File: src/rtl/huffman_byte_packer_pkg.sv
`default_nettype none
// ============================================================================
// Module      : huffman_pkg
// Description : Constants and types shared by the Huffman block serializer
//               and the receive-side byte packer. Both sides import these
//               values, so they always agree on lane ordering and block width.
// Revision    : 1.0 - initial release
// ============================================================================
package huffman_pkg;

    localparam int HUFF_BLOCK_BYTES = 20;
    localparam int HUFF_BYTE_W      = 8;
    localparam int HUFF_BLOCK_W     = HUFF_BLOCK_BYTES * HUFF_BYTE_W;
    localparam int HUFF_CNT_W       = 5;

    // A block is either being filled, or it is complete and waiting for a
    // handshake.
    typedef enum logic [0:0] {
        PACK_FILL = 1'b0,
        PACK_HOLD = 1'b1
    } pack_state_t;

endpackage
`default_nettype wire

File: src/rtl/huffman_byte_packer_lane_decode.sv
`default_nettype none
// ============================================================================
// Module      : huffman_lane_decode
// Description : Converts the packer fill count into a one-hot per-lane write
//               enable. A count of NUM_BYTES or more selects no lane, so a
//               full block can never be overwritten.
// Revision    : 1.0 - initial release
// ============================================================================
module huffman_lane_decode
    import huffman_pkg::*;
#(
    parameter int NUM_BYTES = HUFF_BLOCK_BYTES,
    parameter int CNT_W     = HUFF_CNT_W
) (
    input  logic [CNT_W-1:0]     count_i,
    output logic [NUM_BYTES-1:0] lane_we_o
);

    // Each lane is enabled only when the count addresses it exactly.
    for (genvar gi = 0; gi < NUM_BYTES; gi++) begin : g_lane
        assign lane_we_o[gi] = (count_i == CNT_W'(gi));
    end

endmodule
`default_nettype wire

File: src/rtl/huffman_byte_packer.sv
`default_nettype none
// ============================================================================
// Module      : huffman_byte_packer
// Description : Collects a stream of bytes into one NUM_BYTES-wide block,
//               with byte 0 in the LSB lane. The block is presented with a
//               valid/ready handshake, and the byte source is back-pressured
//               while a block is pending. A flush emits a partial block.
//               Optional macro HUFF_PACK_OVF_EN adds a sticky overflow output
//               that flags bytes dropped while byte_ready was low.
// Revision    : 1.0 - initial release
// ============================================================================
module huffman_byte_packer
    import huffman_pkg::*;
#(
    parameter int NUM_BYTES = HUFF_BLOCK_BYTES,
    parameter int BYTE_W    = HUFF_BYTE_W,
    parameter int CNT_W     = HUFF_CNT_W
) (
    input  logic                        clk,
    input  logic                        reset,
    input  logic [BYTE_W-1:0]           byte_in,
    input  logic                        byte_enb,
    output logic                        byte_ready,
    input  logic                        flush,
    output logic [NUM_BYTES*BYTE_W-1:0] block_data,
    output logic                        block_valid,
    input  logic                        block_ready,
    output logic [CNT_W-1:0]            block_count
`ifdef HUFF_PACK_OVF_EN
    ,
    output logic                        overflow
`endif
);

    localparam logic [CNT_W-1:0] C_LAST_IDX = CNT_W'(NUM_BYTES - 1);
    localparam logic [CNT_W-1:0] C_FULL_CNT = CNT_W'(NUM_BYTES);

    pack_state_t                  state_q, state_d;
    logic [CNT_W-1:0]             count_q, count_d;
    logic [CNT_W-1:0]             bcount_q, bcount_d;
    logic [NUM_BYTES*BYTE_W-1:0]  data_q, data_d;
    logic [NUM_BYTES-1:0]         lane_we;
    logic                         accept;

    // A pending block frees up on the same edge it is consumed, so the
    // source keeps streaming without a bubble.
    assign block_valid = (state_q == PACK_HOLD);
    assign byte_ready  = !block_valid || block_ready;
    assign accept      = byte_enb && byte_ready;
    assign block_data  = data_q;
    assign block_count = bcount_q;

    huffman_lane_decode #(
        .NUM_BYTES (NUM_BYTES),
        .CNT_W     (CNT_W)
    ) u_lane_decode (
        .count_i   (count_q),
        .lane_we_o (lane_we)
    );

    // Next-state logic: fill lanes, close a block when full or flushed, and
    // restart filling on the handshake (taking any same-edge byte as lane 0).
    always_comb begin
        state_d  = state_q;
        count_d  = count_q;
        bcount_d = bcount_q;
        data_d   = data_q;
        case (state_q)
            PACK_FILL: begin
                if (accept) begin
                    for (int i = 0; i < NUM_BYTES; i++) begin
                        if (lane_we[i]) begin
                            data_d[i*BYTE_W +: BYTE_W] = byte_in;
                        end
                    end
                    count_d = count_q + CNT_W'(1);
                end
                if (accept && (count_q == C_LAST_IDX)) begin
                    state_d  = PACK_HOLD;
                    bcount_d = C_FULL_CNT;
                end else if (flush && (count_d != '0)) begin
                    state_d  = PACK_HOLD;
                    bcount_d = count_d;
                end
            end
            PACK_HOLD: begin
                if (block_ready) begin
                    state_d  = PACK_FILL;
                    bcount_d = '0;
                    data_d   = '0;
                    count_d  = '0;
                    if (accept) begin
                        data_d[BYTE_W-1:0] = byte_in;
                        count_d            = CNT_W'(1);
                    end
                end
            end
            default: begin
                state_d  = PACK_FILL;
                count_d  = '0;
                bcount_d = '0;
                data_d   = '0;
            end
        endcase
    end

    // State, counters and lane registers; reset discards any partial block.
    always_ff @(posedge clk or negedge reset) begin
        if (!reset) begin
            state_q  <= PACK_FILL;
            count_q  <= '0;
            bcount_q <= '0;
            data_q   <= '0;
        end else begin
            state_q  <= state_d;
            count_q  <= count_d;
            bcount_q <= bcount_d;
            data_q   <= data_d;
        end
    end

`ifdef HUFF_PACK_OVF_EN
    logic ovf_q;

    // Sticky flag for any byte offered while the packer could not take it.
    always_ff @(posedge clk or negedge reset) begin
        if (!reset) begin
            ovf_q <= 1'b0;
        end else if (byte_enb && !byte_ready) begin
            ovf_q <= 1'b1;
        end
    end

    assign overflow = ovf_q;
`endif

endmodule
`default_nettype wire

File: config.mk
export PLATFORM = sky130hd
export DESIGN_NAME = huffman_byte_packer
export DESIGN_NICKNAME = d
export VERILOG_FILES = /design/src/rtl/huffman_byte_packer_pkg.sv /design/src/rtl/huffman_byte_packer_lane_decode.sv /design/src/rtl/huffman_byte_packer.sv
export SDC_FILE = /design/constraint.sdc
export NUM_CORES = 1
export LEC_CHECK = 0
export BUFFER_PORTS_ARGS = -buffer_cell sky130_fd_sc_hd__buf_2
export CORE_ASPECT_RATIO = 0.8
export CORE_MARGIN = 3
export CORE_UTILIZATION = 56
export DETAILED_ROUTE_END_ITERATION = 8
export HOLD_SLACK_MARGIN = 0.05
export PLACE_DENSITY = 0.83
export REMOVE_ABC_BUFFERS = 1
export SYNTH_ARGS = -nofsm -noshare
export SYNTH_HDL_FRONTEND = slang
export SYNTH_SLANG_ARGS = --single-unit
File: constraint.sdc
create_clock -name clk -period 4.6 [get_ports clk]
set_input_delay 0 -clock clk [delete_from_list [all_inputs] [get_ports clk]]
set_output_delay 0 -clock clk [all_outputs]
set_load 0.03 [all_outputs]
=== Word level (Yosys, flattened, before mapping) ===
Index checks and enable logic that the tools add are counted.

* Flip-flop bits (word level): 171
* Bits of input ports: 13
* Output and inout bits: 167

* Add/sub/neg operators: 1
* Eq/ne operators: 42
* Multiplexer cells: 37
* Bitwise logic cells: 1
* Reduce and logical (&&, ||, !) cells: 28

{| class="wikitable"
|+ Operator list
! cell !! number
|-
| $mux 160 || 2
|-
| $pmux 160 s2 || 1
|-
| $mux 8 || 21
|-
| $reduce_and 3->1 || 20
|-
| $ne 2x2->1 const B || 22
|-
| $eq 5x4->1 const B || 8
|-
| $mux 5 || 6
|-
| $eq 5x3->1 const B || 4
|-
| $eq 5x5->1 const B || 4
|-
| $pmux 5 s2 || 2
|-
| $eq 5x2->1 const B || 2
|-
| $add 5x1->5 const B || 1
|-
| $eq 5x1->1 const B || 1
|-
| $logic_not 5->1 || 1
|-
| $reduce_bool 5->1 || 1
|-
| $mux 1 || 4
|-
| $logic_and 1x1->1 || 3
|-
| $ne 3x3->1 const B || 1
|-
| $pmux 1 s2 || 1
|-
| $reduce_and 2->1 || 1
|-
| $logic_not 1->1 || 1
|-
| $logic_or 1x1->1 || 1
|-
| $not 1->1 || 1
|}

=== Logic depth before layout (Yosys ltp) ===
* Depth after elaboration: 10
* Mapped depth: 9
* Mapped depth without buffers: 8

=== Modules after synthesis ===
From an unflattened synthesis, not the netlist that was laid out.

* Cells, all modules: 870
* Area, all modules: 7499.7 sq um

{| class="wikitable"
|+ By module, submodules not included
! module !! instances !! cells each !! area each (sq um) !! seq. area each (sq um)
|-
| huffman_byte_packer || 1 || 837 || 7332.0 || 4279.1
|-
| huffman_lane_decode || 1 || 33 || 167.7 || 0.0
|}

=== Worst setup path before layout ===
Ideal clock, no wire load.

* Path type: reg2reg
* Start: register count_q[0]
* End: register bcount_q[0], in the netlist block_count[0]
* Setup time: 0.122 ns
* Data arrival time: 2.234 ns
* Data required time: 4.478 ns
* Path slack: 2.245 ns
* Cell stages (with the launch flop): 9
* Path through: dfrtp_1 > ha_1 > and3_1 > ha_1 > inv_1 > a2111oi_4 > a211oi_2 > or3_1 > a32o_1

* Cells in the longest elaborated chain, start to end: 7

{| class="wikitable"
|+ RTL lines
! element !! line !! text
|-
| start, declared || huffman_byte_packer.sv:39 || <nowiki>logic [CNT_W-1:0] count_q, count_d;</nowiki>
|-
| start signal, assigned || huffman_byte_packer.sv:116 || <nowiki>count_q <= count_d;</nowiki>
|-
| $add 5x1->5 || huffman_byte_packer.sv:76 || <nowiki>count_d = count_q + CNT_W'(1);</nowiki>
|-
| $mux 5 || huffman_byte_packer.sv:70 || <nowiki>if (accept) begin</nowiki>
|-
| $mux 5 || huffman_byte_packer.sv:68 || <nowiki>case (state_q)</nowiki>
|-
| $reduce_bool 5->1 || huffman_byte_packer.sv:81 || <nowiki>end else if (flush && (count_d != '0)) begin</nowiki>
|-
| $logic_and 1x1->1 || huffman_byte_packer.sv:81 ||
|-
| $ne 3x3->1 (no line) || -- ||
|-
| $reduce_and 2->1 (no line) || -- ||
|-
| end signal, assigned || huffman_byte_packer.sv:117 || <nowiki>bcount_q <= bcount_d;</nowiki>
|-
| end, declared || huffman_byte_packer.sv:40 || <nowiki>logic [CNT_W-1:0] bcount_q, bcount_d;</nowiki>
|}

Several ways; a longest one is shown, not always the timed one. The select of a mux whose other input is x is not followed.
A chain may end at the register's enable or synchronous reset.

=== Worst setup path after layout ===
* Start: register state_q, in the netlist block_valid
* End: register bcount_q[0], in the netlist block_count[0]

* Cells in the longest elaborated chain, start to end: 9

{| class="wikitable"
|+ RTL lines
! element !! line !! text
|-
| start, declared || huffman_byte_packer.sv:38 || <nowiki>pack_state_t state_q, state_d;</nowiki>
|-
| start signal, assigned || huffman_byte_packer.sv:115 || <nowiki>state_q <= state_d;</nowiki>
|-
| $logic_not 1->1 || huffman_byte_packer.sv:48 || <nowiki>assign byte_ready = !block_valid || block_ready;</nowiki>
|-
| $logic_or 1x1->1 || huffman_byte_packer.sv:48 ||
|-
| $logic_and 1x1->1 || huffman_byte_packer.sv:49 || <nowiki>assign accept = byte_enb && byte_ready;</nowiki>
|-
| $mux 5 || huffman_byte_packer.sv:70 ||
|-
| $mux 5 || huffman_byte_packer.sv:68 ||
|-
| $reduce_bool 5->1 || huffman_byte_packer.sv:81 ||
|-
| $logic_and 1x1->1 || huffman_byte_packer.sv:81 ||
|-
| $ne 3x3->1 (no line) || -- ||
|-
| $reduce_and 2->1 (no line) || -- ||
|}

Several ways; a longest one is shown, not always the timed one. The select of a mux whose other input is x is not followed.

==> results.cfg <==
[status]
run_status = completed

[critical_path]
worst-r2r-cell-count = 6
crit_type = reg -> reg
crit_start = block_valid
timing.critical_path.to_type = flop
critPathArrivalTime_ns = 3.30
worst-endpoint-required_ns = 4.90
worstPathMaxFanout = 29
r2r_start = block_valid
crit_path_start_kind = flop

[floorplanning]
start_util_pct = 58.0
die_width_microns = 129
top_level_ports = 180
floorplan.rows = 35
placeableCoreArea_sq_um = 11600
fp.dieArea_sq_um = 13400
floorplan.die.height_microns = 104

[logic_synthesis]
synth_instances = 671
synth.top_cells.by_area = dfrtp_1, o21ai_0, nand2_1
synth_edf_count = 0
synthArstFlopShare_pct = 100
post-synth-top-count-cell = nand2_1
synth.cells.most_frequent = nand2_1, dfrtp_1, o21ai_0, clkbuf_1, nand3_1
synth_area_per_cell_sq_um = 10.1
ffs_latches_synth = 171
post_synth_design_cell_area_sq_um = 6760
synthDistinctLibCells = 49
seq_area_frac_synth_pct = 63.3
synth_ff_type = dfrtp_1
synth_top_area_share_pct = 63.3
post-synth-top-area-cell = dfrtp_1
synth_warnings = 0

[placed_design]
placedInstanceArea_sq_um = 7660
routabilityCongestion = 0.903
post-place-ws_ns = 1.77
post-dp-hpwl_mm = 12.1
count_of_input_and_output_buffers = 179

[grt]
grt_first_pass_wirelength_mm = 29.6
grt_pass1_vias = 5499
gr-usage-all-layers_pct = 28.0
overflow = 0
grt_start_max_net_pins = 83
antenna_found_initial = 0

[timing]
rsz0062_at_grt = false
setup_violations = 0
final_hold_viol_count = 0
final_period_minus_worst_setup_slack_ns = 2.99
finClkSkew_ns = 0.0106
timing.setup.tns_ns = 0
achievable-frequency_ghz = 0.334
timing.slew.headroom_pct = 26.1
timing.final.max_slew_violations = 0
fin_crit_sh_pct = 65.1
timing_worst_slew_pin_value_ns = 1.11
fin_ws_ns = 1.61

[min_path]
worst_hold_path_type = in -> async

[drt]
detail_route.vias_per_cell = 5.65
drt-wirelength-per-cell_microns = 18.3
dr.pass1.iters = 5
overall_routed_net_length_mm = 18.4
detail-route-antenna-nets = 0
detail_route.drc_violations = 0
routed-via-count = 5661
detail_route.iter0.violations = 483

[clock_tree]
post-cts-setup-buffers = 0
holdBufCountCts = 14
worst_skew_pair_latency_ns = 0.42
cts_resized = 0
tritoncts = built
cts.reportedPaths.clkPinSlew_ns = 0.06
clockRootBuffer = clkbuf_16
number_of_buffers_added_by_the_clock_tree_synthesis_step = 17
ctsLongestPathBuffers = 2
cts_max_level = 4
cts.sinks = 171

[flow_run]
cap_viol_max_count = 0

[final_layout]
share_of_layout_cells_above_drive_strength_1_pct = 26.1
antenna_diode_count = 0
final_cell_area_sq_um = 8390
syn_to_final_growth_pct = 24.1
final_net_count = 861

[power_and_ir_drop]
pwr_cell_area_nw_per_um2 = 770
totalPowerFinal_mw = 6.46
vdd_ir_drop_max_v = 0.000505
cellLeakagePower_nw = 4.41
state kept, by name, indices dropped and copies added, names as in the netlist:
signal       flops
block_valid      1
block_count      5
count_q          5
block_data     160
worst paths after layout:
kind,endpoint,slack (ns)
min reg2reg,block_data[87],0.48
min in group clk,block_data[123],0.38
max reg2reg,block_count[0],1.61
max,block_count[0],1.61
min,block_data[25],0.1
max in group asynchronous,block_data[127],3.49
cell type report:
class	instances	area (sq um)
Inverter	7	26.3
Clock buffer	19	453
Timing Repair Buffer	195	1070
Multi-Input combinational cell	451	2260
Tap cell	148	185
Clock inverter	11	121
Fill cell	842	3260
Sequential cell	171	4280
power by group:
group	leakage, nW	internal, mW	switching (mW)	total, mW
Combinational	1.87	0.674	2.02	2.69
Clock	0.281	0.822	0.574	1.40
Sequential	2.26	2.02	0.359	2.38
Total	4.41	3.51	2.95	6.46
kinds of logic (layout without fill, tap and decap cells):
family,count (synthesis),in the layout,share of synthesized area [%]
adders and majority gates,5,5,0.926
xor gates and xnor gates,3,3,0.389
DFF,171,171,63.3
and+or+nand+nor,238,238,15.0
AOI/OAI and AO/OA,197,197,15.9
muxes,8,8,1.18
buffers and inverters,49,232,3.29
layout by cell type, fill, tap and decap left out, types with 2 or more instances in the layout:
cell,n
a21oi_1,20
or3_1,2
nand2b_1,2
or4_1,2
nand3_1,21
clkinv_2,4
dlygate4sd3_1,13
and3_1,2
or2_2,2
nor2_1,5
xor2_1,2
buf_4,2
nor3_1,3
clkinv_4,2
o21a_1,3
dfrtp_1,171
nor4_1,3
inv_1,5
clkinvlp_4,2
buf_2,178
and2_1,2
bufinv_16,2
ha_1,5
clkbuf_16,17
nand2_1,187
mux2i_1,8
a32o_1,2
o21ai_0,158
clkbuf_8,2
metrics by stage:
stage | std cells | hold WS [ns] | utilization, %
2_1_floorplan | 629 | -0.296 | -
6_report | 1002 | 0.0999 | 72.0
3_3_place_gp | 958 | -0.106 | 65.8
5_1_grt | 1002 | 0.127 | 72.0
3_5_place_dp | 958 | -0.102 | 65.8
4_1_cts | 1002 | 0.102 | 72.0
worst max-delay path, cell delays in order, from the launching register on:
cell	delay, ns
dfrtp_1	0.95
nor2b_4	0.56
inv_2	0.10
nand3_1	0.48
nand3_2	0.18
or3_1	0.35
a32o_1	0.25
routing by layer:
layer	GRT usage, %	share of wire, %	vias to the layer above	wire length [microns]
met4	7.65	1.7	0	316
li1	-	-	2608	-
met3	8.32	10	34	1870
met5	0	0	-	0
met2	42.6	46	322	8390
met1	39.7	42	2697	7810
No activity file was read; power rests on OpenSTA's default activity.
